**src/rtl/axis_rx_mailbox_pkg.sv**
```systemverilog
// Shared definitions for the AXI-Stream receive mailbox: register offsets,
// STATUS bit layout, AXI response codes, FIFO entry layout and FSM states.
package axis_rx_mailbox_pkg;

  localparam logic [31:0] REG_STATUS    = 32'h0000_0000;
  localparam logic [31:0] REG_DATA_LO   = 32'h0000_0004;
  localparam logic [31:0] REG_DATA_HI   = 32'h0000_0008;
  localparam logic [31:0] REG_CTRL      = 32'h0000_000C;
  localparam logic [31:0] REG_FRAME_CNT = 32'h0000_0010;
  localparam logic [31:0] REG_DROP_CNT  = 32'h0000_0014;

  localparam int STAT_EMPTY     = 0;
  localparam int STAT_FULL      = 1;
  localparam int STAT_TLAST     = 2;
  localparam int STAT_KEEP_LSB  = 8;
  localparam int STAT_LEVEL_LSB = 16;

  localparam logic [1:0] RESP_OKAY   = 2'b00;
  localparam logic [1:0] RESP_SLVERR = 2'b10;

  typedef struct packed {
    logic        tlast;
    logic [7:0]  tkeep;
    logic [63:0] tdata;
  } entry_t;

  localparam int ENTRY_W = $bits(entry_t);

  typedef enum logic {W_IDLE = 1'b0, W_RESP = 1'b1} wr_state_t;
  typedef enum logic {R_IDLE = 1'b0, R_DATA = 1'b1} rd_state_t;

  function automatic logic reg_mapped(input logic [31:0] off);
    case (off)
      REG_STATUS, REG_DATA_LO, REG_DATA_HI,
      REG_CTRL, REG_FRAME_CNT, REG_DROP_CNT: reg_mapped = 1'b1;
      default:                               reg_mapped = 1'b0;
    endcase
  endfunction

endpackage

```
**src/rtl/axis_rx_fifo.sv**
```systemverilog
// Show-ahead synchronous FIFO with flush; push when full and pop when empty
// are ignored, and flush overrides both.
module axis_rx_fifo #(
  parameter int DEPTH = 16,
  parameter int WIDTH = 73,
  localparam int AW = $clog2(DEPTH)
) (
  input  logic             clk,
  input  logic             rst_n,
  input  logic             push,
  input  logic             pop,
  input  logic             flush,
  input  logic [WIDTH-1:0] din,
  output logic [WIDTH-1:0] head,
  output logic             full,
  output logic             empty,
  output logic [AW:0]      level,
  output logic [AW:0]      level_next
);

  logic [WIDTH-1:0] mem_r [DEPTH];
  logic [AW-1:0]    wr_ptr_r, rd_ptr_r, wr_ptr_n, rd_ptr_n;
  logic [AW:0]      level_r;
  logic             do_push_s, do_pop_s;

  // Next pointer and level values.
  always_comb begin
    do_push_s = push && !full && !flush;
    do_pop_s  = pop && !empty && !flush;
    if (flush) begin
      wr_ptr_n   = {AW{1'b0}};
      rd_ptr_n   = {AW{1'b0}};
      level_next = {(AW+1){1'b0}};
    end else begin
      wr_ptr_n   = do_push_s ? wr_ptr_r + AW'(1) : wr_ptr_r;
      rd_ptr_n   = do_pop_s  ? rd_ptr_r + AW'(1) : rd_ptr_r;
      level_next = level_r + (AW+1)'(do_push_s) - (AW+1)'(do_pop_s);
    end
  end

  // Pointer and level registers.
  always_ff @(posedge clk or negedge rst_n) begin
    if (!rst_n) begin
      wr_ptr_r <= {AW{1'b0}};
      rd_ptr_r <= {AW{1'b0}};
      level_r  <= {(AW+1){1'b0}};
    end else begin
      wr_ptr_r <= wr_ptr_n;
      rd_ptr_r <= rd_ptr_n;
      level_r  <= level_next;
    end
  end

  // Storage array; contents are only observed through a non-empty head.
  always_ff @(posedge clk) begin
    if (do_push_s) begin
      mem_r[wr_ptr_r] <= din;
    end
  end

  assign head  = mem_r[rd_ptr_r];
  assign level = level_r;
  assign full  = (level_r == (AW+1)'(DEPTH));
  assign empty = (level_r == {(AW+1){1'b0}});

endmodule

```
**src/rtl/axis_rx_mailbox.sv**
```systemverilog
// AXI-Stream capture mailbox drained through an AXI4-Lite register map.
// Define AXIS_RX_OVERFLOW_DROP_EN to drop (and count) beats on overflow instead of backpressuring.
module axis_rx_mailbox
  import axis_rx_mailbox_pkg::*;
#(
  parameter int DEPTH  = 16,
  parameter int ADDR_W = 8
) (
  input  logic        clk,
  input  logic        rst_n,
  input  logic [31:0] AWADDR,
  input  logic [2:0]  AWPROT,
  input  logic        AWVALID,
  output logic        AWREADY,
  input  logic [31:0] WDATA,
  input  logic [3:0]  WSTRB,
  input  logic        WVALID,
  output logic        WREADY,
  output logic [1:0]  BRESP,
  output logic        BVALID,
  input  logic        BREADY,
  input  logic [31:0] ARADDR,
  input  logic [2:0]  ARPROT,
  input  logic        ARVALID,
  output logic        ARREADY,
  output logic [31:0] RDATA,
  output logic [1:0]  RRESP,
  output logic        RVALID,
  input  logic        RREADY,
  input  logic [63:0] tdata,
  input  logic [7:0]  tkeep,
  input  logic        tlast,
  input  logic        tvalid,
  output logic        tready
);

  localparam int LW = $clog2(DEPTH) + 1;

  wr_state_t   wstate_r, wstate_n;
  rd_state_t   rstate_r, rstate_n;
  logic        awready_r, awready_n, bvalid_r, bvalid_n;
  logic [1:0]  bresp_r, bresp_n, rresp_r, rresp_n, rd_resp_s;
  logic        arready_r, arready_n, rvalid_r, rvalid_n;
  logic [31:0] rdata_r, rdata_n, rd_mux_s, aw_off_s, ar_off_s, status_s;
  logic        wr_en_s, rd_en_s, pop_s, flush_s, enable_r, enable_n, tready_r, tready_n;
  logic        full_s, empty_s, push_ok_s;
  logic [LW-1:0] level_s, level_next_s;
  entry_t      head_raw_s, head_s;
  logic [31:0] frame_cnt_r, drop_cnt_s;
  logic        unused_s;

  assign aw_off_s = 32'({AWADDR[ADDR_W-1:2], 2'b00});
  assign ar_off_s = 32'({ARADDR[ADDR_W-1:2], 2'b00});
  assign unused_s = ^{AWPROT, ARPROT, AWADDR[31:ADDR_W], AWADDR[1:0],
                      ARADDR[31:ADDR_W], ARADDR[1:0], WDATA[31:2], WSTRB[3:1]};

  axis_rx_fifo #(.DEPTH(DEPTH), .WIDTH(ENTRY_W)) u_fifo (
    .clk(clk), .rst_n(rst_n),
    .push(tvalid && tready_r), .pop(pop_s), .flush(flush_s),
    .din({tlast, tkeep, tdata}), .head(head_raw_s),
    .full(full_s), .empty(empty_s), .level(level_s), .level_next(level_next_s)
  );

  // Stale storage is hidden so an empty FIFO always reads as zero.
  assign head_s    = empty_s ? {ENTRY_W{1'b0}} : head_raw_s;
  assign push_ok_s = tvalid && tready_r && !full_s && !flush_s;
  assign pop_s     = rd_en_s && (ar_off_s == REG_DATA_HI) && !empty_s;

  // Write channel FSM: registered AWREADY/WREADY pulse, then hold BVALID.
  always_comb begin
    wstate_n  = wstate_r;
    awready_n = 1'b0;
    bvalid_n  = bvalid_r;
    bresp_n   = bresp_r;
    wr_en_s   = 1'b0;
    case (wstate_r)
      W_IDLE: begin
        if (awready_r && AWVALID && WVALID) begin
          wr_en_s  = 1'b1;
          wstate_n = W_RESP;
          bvalid_n = 1'b1;
          bresp_n  = reg_mapped(aw_off_s) ? RESP_OKAY : RESP_SLVERR;
        end else begin
          awready_n = AWVALID && WVALID && !bvalid_r;
        end
      end
      W_RESP: begin
        if (BREADY) begin
          bvalid_n = 1'b0;
          wstate_n = W_IDLE;
        end else begin
          bvalid_n = 1'b1;
        end
      end
      default: wstate_n = W_IDLE;
    endcase
  end

  // CTRL update, flush strobe and next tready.
  always_comb begin
    if (wr_en_s && (aw_off_s == REG_CTRL) && WSTRB[0]) begin
      enable_n = WDATA[0];
      flush_s  = WDATA[1];
    end else begin
      enable_n = enable_r;
      flush_s  = 1'b0;
    end
`ifdef AXIS_RX_OVERFLOW_DROP_EN
    tready_n = enable_n;
`else
    tready_n = enable_n && (level_next_s != LW'(DEPTH));
`endif
  end

  // Read channel FSM: registered ARREADY pulse, then hold RVALID/RDATA.
  always_comb begin
    rstate_n  = rstate_r;
    arready_n = 1'b0;
    rvalid_n  = rvalid_r;
    rdata_n   = rdata_r;
    rresp_n   = rresp_r;
    rd_en_s   = 1'b0;
    case (rstate_r)
      R_IDLE: begin
        if (arready_r && ARVALID) begin
          rd_en_s  = 1'b1;
          rstate_n = R_DATA;
          rvalid_n = 1'b1;
          rdata_n  = rd_mux_s;
          rresp_n  = rd_resp_s;
        end else begin
          arready_n = ARVALID && !rvalid_r;
        end
      end
      R_DATA: begin
        if (RREADY) begin
          rvalid_n = 1'b0;
          rstate_n = R_IDLE;
        end else begin
          rvalid_n = 1'b1;
        end
      end
      default: rstate_n = R_IDLE;
    endcase
  end

  // Read data mux.
  always_comb begin
    status_s = 32'd0;
    status_s[STAT_EMPTY] = empty_s;
    status_s[STAT_FULL]  = full_s;
    status_s[STAT_TLAST] = head_s.tlast;
    status_s[STAT_KEEP_LSB +: 8]   = head_s.tkeep;
    status_s[STAT_LEVEL_LSB +: 16] = 16'(level_s);
    rd_resp_s = RESP_OKAY;
    case (ar_off_s)
      REG_STATUS:    rd_mux_s = status_s;
      REG_DATA_LO:   rd_mux_s = head_s.tdata[31:0];
      REG_DATA_HI:   rd_mux_s = head_s.tdata[63:32];
      REG_CTRL:      rd_mux_s = {31'd0, enable_r};
      REG_FRAME_CNT: rd_mux_s = frame_cnt_r;
      REG_DROP_CNT:  rd_mux_s = drop_cnt_s;
      default: begin
        rd_mux_s  = 32'd0;
        rd_resp_s = RESP_SLVERR;
      end
    endcase
  end

  // Handshake, control and frame counter registers.
  always_ff @(posedge clk or negedge rst_n) begin
    if (!rst_n) begin
      wstate_r    <= W_IDLE;
      rstate_r    <= R_IDLE;
      awready_r   <= 1'b0;
      bvalid_r    <= 1'b0;
      bresp_r     <= 2'b00;
      arready_r   <= 1'b0;
      rvalid_r    <= 1'b0;
      rdata_r     <= 32'd0;
      rresp_r     <= 2'b00;
      enable_r    <= 1'b0;
      tready_r    <= 1'b0;
      frame_cnt_r <= 32'd0;
    end else begin
      wstate_r    <= wstate_n;
      rstate_r    <= rstate_n;
      awready_r   <= awready_n;
      bvalid_r    <= bvalid_n;
      bresp_r     <= bresp_n;
      arready_r   <= arready_n;
      rvalid_r    <= rvalid_n;
      rdata_r     <= rdata_n;
      rresp_r     <= rresp_n;
      enable_r    <= enable_n;
      tready_r    <= tready_n;
      frame_cnt_r <= (push_ok_s && tlast) ? frame_cnt_r + 32'd1 : frame_cnt_r;
    end
  end

`ifdef AXIS_RX_OVERFLOW_DROP_EN
  logic [31:0] drop_cnt_r;

  // Saturating count of beats discarded on overflow.
  always_ff @(posedge clk or negedge rst_n) begin
    if (!rst_n) begin
      drop_cnt_r <= 32'd0;
    end else if (tvalid && tready_r && full_s && !flush_s && (drop_cnt_r != 32'hFFFF_FFFF)) begin
      drop_cnt_r <= drop_cnt_r + 32'd1;
    end else begin
      drop_cnt_r <= drop_cnt_r;
    end
  end

  assign drop_cnt_s = drop_cnt_r;
`else
  assign drop_cnt_s = 32'd0;
`endif

  assign AWREADY = awready_r;
  assign WREADY  = awready_r;
  assign BVALID  = bvalid_r;
  assign BRESP   = bresp_r;
  assign ARREADY = arready_r;
  assign RVALID  = rvalid_r;
  assign RDATA   = rdata_r;
  assign RRESP   = rresp_r;
  assign tready  = tready_r;

endmodule

```
**config.mk**
```make
export PLATFORM = sky130hd
export DESIGN_NAME = axis_rx_mailbox
export DESIGN_NICKNAME = d
export VERILOG_FILES = /design/src/rtl/axis_rx_mailbox_pkg.sv /design/src/rtl/axis_rx_fifo.sv /design/src/rtl/axis_rx_mailbox.sv
export SDC_FILE = /design/constraint.sdc
export NUM_CORES = 1
export LEC_CHECK = 0
export CAP_MARGIN = 20
export CORE_AREA = 2 2 332 334
export CTS_BUF_LIST = sky130_fd_sc_hd__clkbuf_2 sky130_fd_sc_hd__clkbuf_4 sky130_fd_sc_hd__clkbuf_8
export DETAILED_ROUTE_END_ITERATION = 7
export DIE_AREA = 0 0 334 336
export SETUP_SLACK_MARGIN = 0.3
export SLEW_MARGIN = 20
export SYNTH_ARGS = -nofsm -noshare
export SYNTH_HDL_FRONTEND = slang
export SYNTH_SLANG_ARGS = --single-unit
```
**constraint.sdc**
```tcl
create_clock -name clk -period 9 [get_ports clk]
set_input_delay 1.8 -clock clk [delete_from_list [all_inputs] [get_ports clk]]
set_output_delay 1.8 -clock clk [all_outputs]
set_load 0.02 [all_outputs]
```
==> impl_metrics.sql <==
INSERT INTO impl_metrics (metric_group, metric, value, unit) VALUES
('run_status', 'run_status', 'completed', ''),
('placement', 'placed_cells', '3817', ''),
('yosys', 'synth_area_leaders', 'edfxtp_1, mux4_2, dfrtp_1', ''),
('yosys', 'synthesized_area_per_cell', '20.8', 'sq um'),
('power_and_ir_drop', 'share_clk_of_total_power', '39.7', '%'),
('cts', 'cts_inserted_buffers', '196', ''),
('timing', 'slew-limit-headroom', '27.9', '%'),
('die', 'floorplan.die.width', '334', 'um'),
('timing', 'final.min_clock_period', '5.02', 'ns'),
('yosys', 'synth.yosys.warnings', '0', ''),
('yosys', 'ys_seq_area_share', '76.6', '%'),
('cts', 'cts_tree', 'done', ''),
('cts', 'cts_root_buffer', 'clkbuf_8', ''),
('critical_path', 'setup.worst_path.end_class', 'flip-flop', ''),
('die', 'initial_utilization', '44.9', '%'),
('cts', 'holdBufCountCts', '0', ''),
('global_routing', 'first_pass_grt_wire_length', '171', 'mm'),
('yosys', 'synth_async_sr_flop_share', '6.93', '%'),
('placement', 'gp_congestion', '0.793', ''),
('power_and_ir_drop', 'pwr-share-seq', '56.9', '%'),
('power_and_ir_drop', 'peakVddDrop', '139', 'uV'),
('yosys', 'post_synthesis_instance_total', '2343', ''),
('placement', 'buffer_ports.inserted', '135', ''),
('power_and_ir_drop', 'power.density', '205', 'nW/um^2'),
('cells_and_area', 'finish.net_count', '2801', ''),
('yosys', 'synth.distinct_cells', '66', ''),
('critical_path', 'setup.worst_path.class', 'input pin to flip-flop', ''),
('yosys', 'number_of_synthesized_flops_with_an_enable_pin', '1168', ''),
('routing', 'drt_iter0_markers', '2735', ''),
('timing', 'timing.clock.skew', '0.0418', 'ns'),
('placement', 'placed_cell_area', '51600', 'sq um'),
('yosys', 'synth.top_cells.by_count', 'edfxtp_1, mux4_2, nand2_1, dfrtp_1, a22oi_1', ''),
('global_routing', 'vias_in_the_first_global_route', '25100', ''),
('routing', 'vias_per_cell', '5.82', ''),
('routing', 'dr_total_vias', '24300', ''),
('timing', 'report.final.slew_viol_count', '0', ''),
('power_and_ir_drop', 'netSwitchingPower', '2.38', 'mW'),
('die', 'io_pins', '229', ''),
('timing', 'min_period_over_period', '55.8', '%'),
('cts', 'post_cts.repair.setup_buffers', '0', ''),
('cells_and_area', 'post_layout_nonfiller_instances', '4167', ''),
('yosys', 'syn_area', '48600', 'sq um'),
('die', 'floorplan.die.height', '336', 'um'),
('yosys', 'synthDominantAreaCellType', 'edfxtp_1', ''),
('die', 'die_area', '112000', 'sq um'),
('routing', 'drc', '0', ''),
('routing', 'routedWlPerCell', '28.3', 'um'),
('cts', 'cts_num_sinks', '1255', ''),
('timing', 'timing.fmax', '0.199', 'GHz'),
('routing', 'ant_nets', '0', ''),
('cells_and_area', 'final_design_area_no_fill', '55300', 'sq um'),
('timing', 'tightestPinTransition', '1.08', 'ns'),
('critical_path', 'cp_max_fo', '7', ''),
('cts', 'clkLatencyLatePin', '0.85', 'ns'),
('critical_path', 'worst_ep_required_time', '9.70', 'ns'),
('power_and_ir_drop', 'p_leak', '17.2', 'nW'),
('routing', 'wirelength', '118', 'mm'),
('cts', 'htree_num_levels', '4', ''),
('cells_and_area', 'layout-drive-gt1-share', '24.7', '%'),
('placement', 'dpl.hpwl', '62.9', 'mm'),
('yosys', 'ys.flop_type', 'edfxtp_1', ''),
('die', 'coreArea', '108000', 'sq um'),
('global_routing', 'track_usage', '21.3', '%'),
('timing', 'final_critical_path_setup_slack', '3.98', 'ns'),
('cells_and_area', 'final_core_utilization', '51.1', '%'),
('global_routing', 'grt_overflow', '0', ''),
('critical_path', 'cp-start-kind', 'input pin', ''),
('yosys', 'post-synth-top-count-cell', 'edfxtp_1', ''),
('global_routing', 'grt_max_degree', '134', ''),
('cts', 'cts_resized', '0', ''),
('power_and_ir_drop', 'power.share.combinational', '3.4', '%');
==> path summary, 6_finish.rpt <==
| kind | startpoint | to | slack (ns) | cells after the start |
|---|---|---|---|---|
| worst max-delay path | ARADDR[4] | tready | 3.98 | 15 |
| worst min-delay path | BVALID | AWREADY | 0.47 | 1 |
| worst max register to register | u_fifo.level[2] | u_fifo.mem_r[1][15] | 4.82 | 8 |
| worst min register to register | BVALID | AWREADY | 0.47 | 1 |
| max in group asynchronous | rst_n | u_fifo.rd_ptr_r[1] | 6.96 | 2 |
| min in group asynchronous | rst_n | RDATA[3] | 0.99 | 1 |
==> critical path: stages <==
cell and delay (ns):
clkdlybuf4s50_1 0.59, nor4_2 0.57, nand3b_1 0.62, nor3_1 0.38, ha_1 0.28, inv_1 0.06
ha_1 0.16, inv_1 0.06, fa_1 0.43, inv_1 0.08, a21oi_1 0.06, o21bai_1 0.16
xnor2_1 0.11, nor4_1 0.23, a21boi_0 0.14
==> per-stage QoR <==
stage          total power [mW]  hold slack, ns
2_1_floorplan              6.74           0.441
3_5_place_dp               6.97           0.466
5_1_grt                    11.7           0.490
3_3_place_gp               6.95           0.450
4_1_cts                    11.5           0.475
6_report                   11.4           0.472
==> placed cells by master (no fill, tap or decap), drive strengths merged, types with 29 or more instances in the layout <==
master,synthesis,routed
a21oi,45,45
a22oi,78,78
buf,74,51
clkbuf,52,281
clkdlybuf4s50,0,134
clkinv,0,54
dfrtp,87,87
edfxtp,1168,1168
inv,24,29
mux2i,70,70
mux4,274,274
nand2,94,94
nand3,42,42
nor2,51,51
xnor2,32,32
==> power groups by stage <==
stage          registers (mW)  clock network [mW]  logic (mW)
3_5_place_dp             6.58                   0       0.388
5_1_grt                  6.47                4.85       0.422
4_1_cts                  6.46                4.61       0.389
6_report                 6.46                4.51       0.387
3_3_place_gp             6.58                   0       0.372
2_1_floorplan            6.60                   0       0.140
==> final cells by class <==
type / instances / area (sq um)
Clock buffer: 281 / 3370
Multi-Input combinational cell: 939 / 10800
Tap cell: 1414 / 1770
Timing Repair Buffer: 185 / 1760
Inverter: 24 / 90.1
Sequential cell: 1255 / 37300
Antenna cell: 4 / 10.0
Clock inverter: 65 / 317
Fill cell: 8613 / 53100
==> cell families after synthesis <==
kind of cell	count (synthesis)	synth area share, %
other cells	1	0.00771
xor+xnor	41	0.739
fa+ha+maj	13	0.350
mux	357	14.4
simple gates	295	3.06
flops	1255	76.6
buf+inv	150	1.52
compound gates	231	3.27
==> flip-flops by register name, summed over array words and instances, names as in the netlist, 4 cells and up <==
| signal | count |
|---|---|
| u_fifo.rd_ptr_r | 4 |
| u_fifo.mem_r | 1168 |
| RDATA | 32 |
| frame_cnt_r | 32 |
| u_fifo.level | 5 |
| u_fifo.wr_ptr_r | 4 |
==> metal layers <==
layer,up-vias,track usage (%),share of wire [%]
li1,10300,-,-
met1,12800,29.0,41
met2,1007,33.8,48
met3,212,5.47,8.5
met4,24,6.83,2.4
met5,-,0,0.13
No activity file was read; power rests on OpenSTA's default activity.
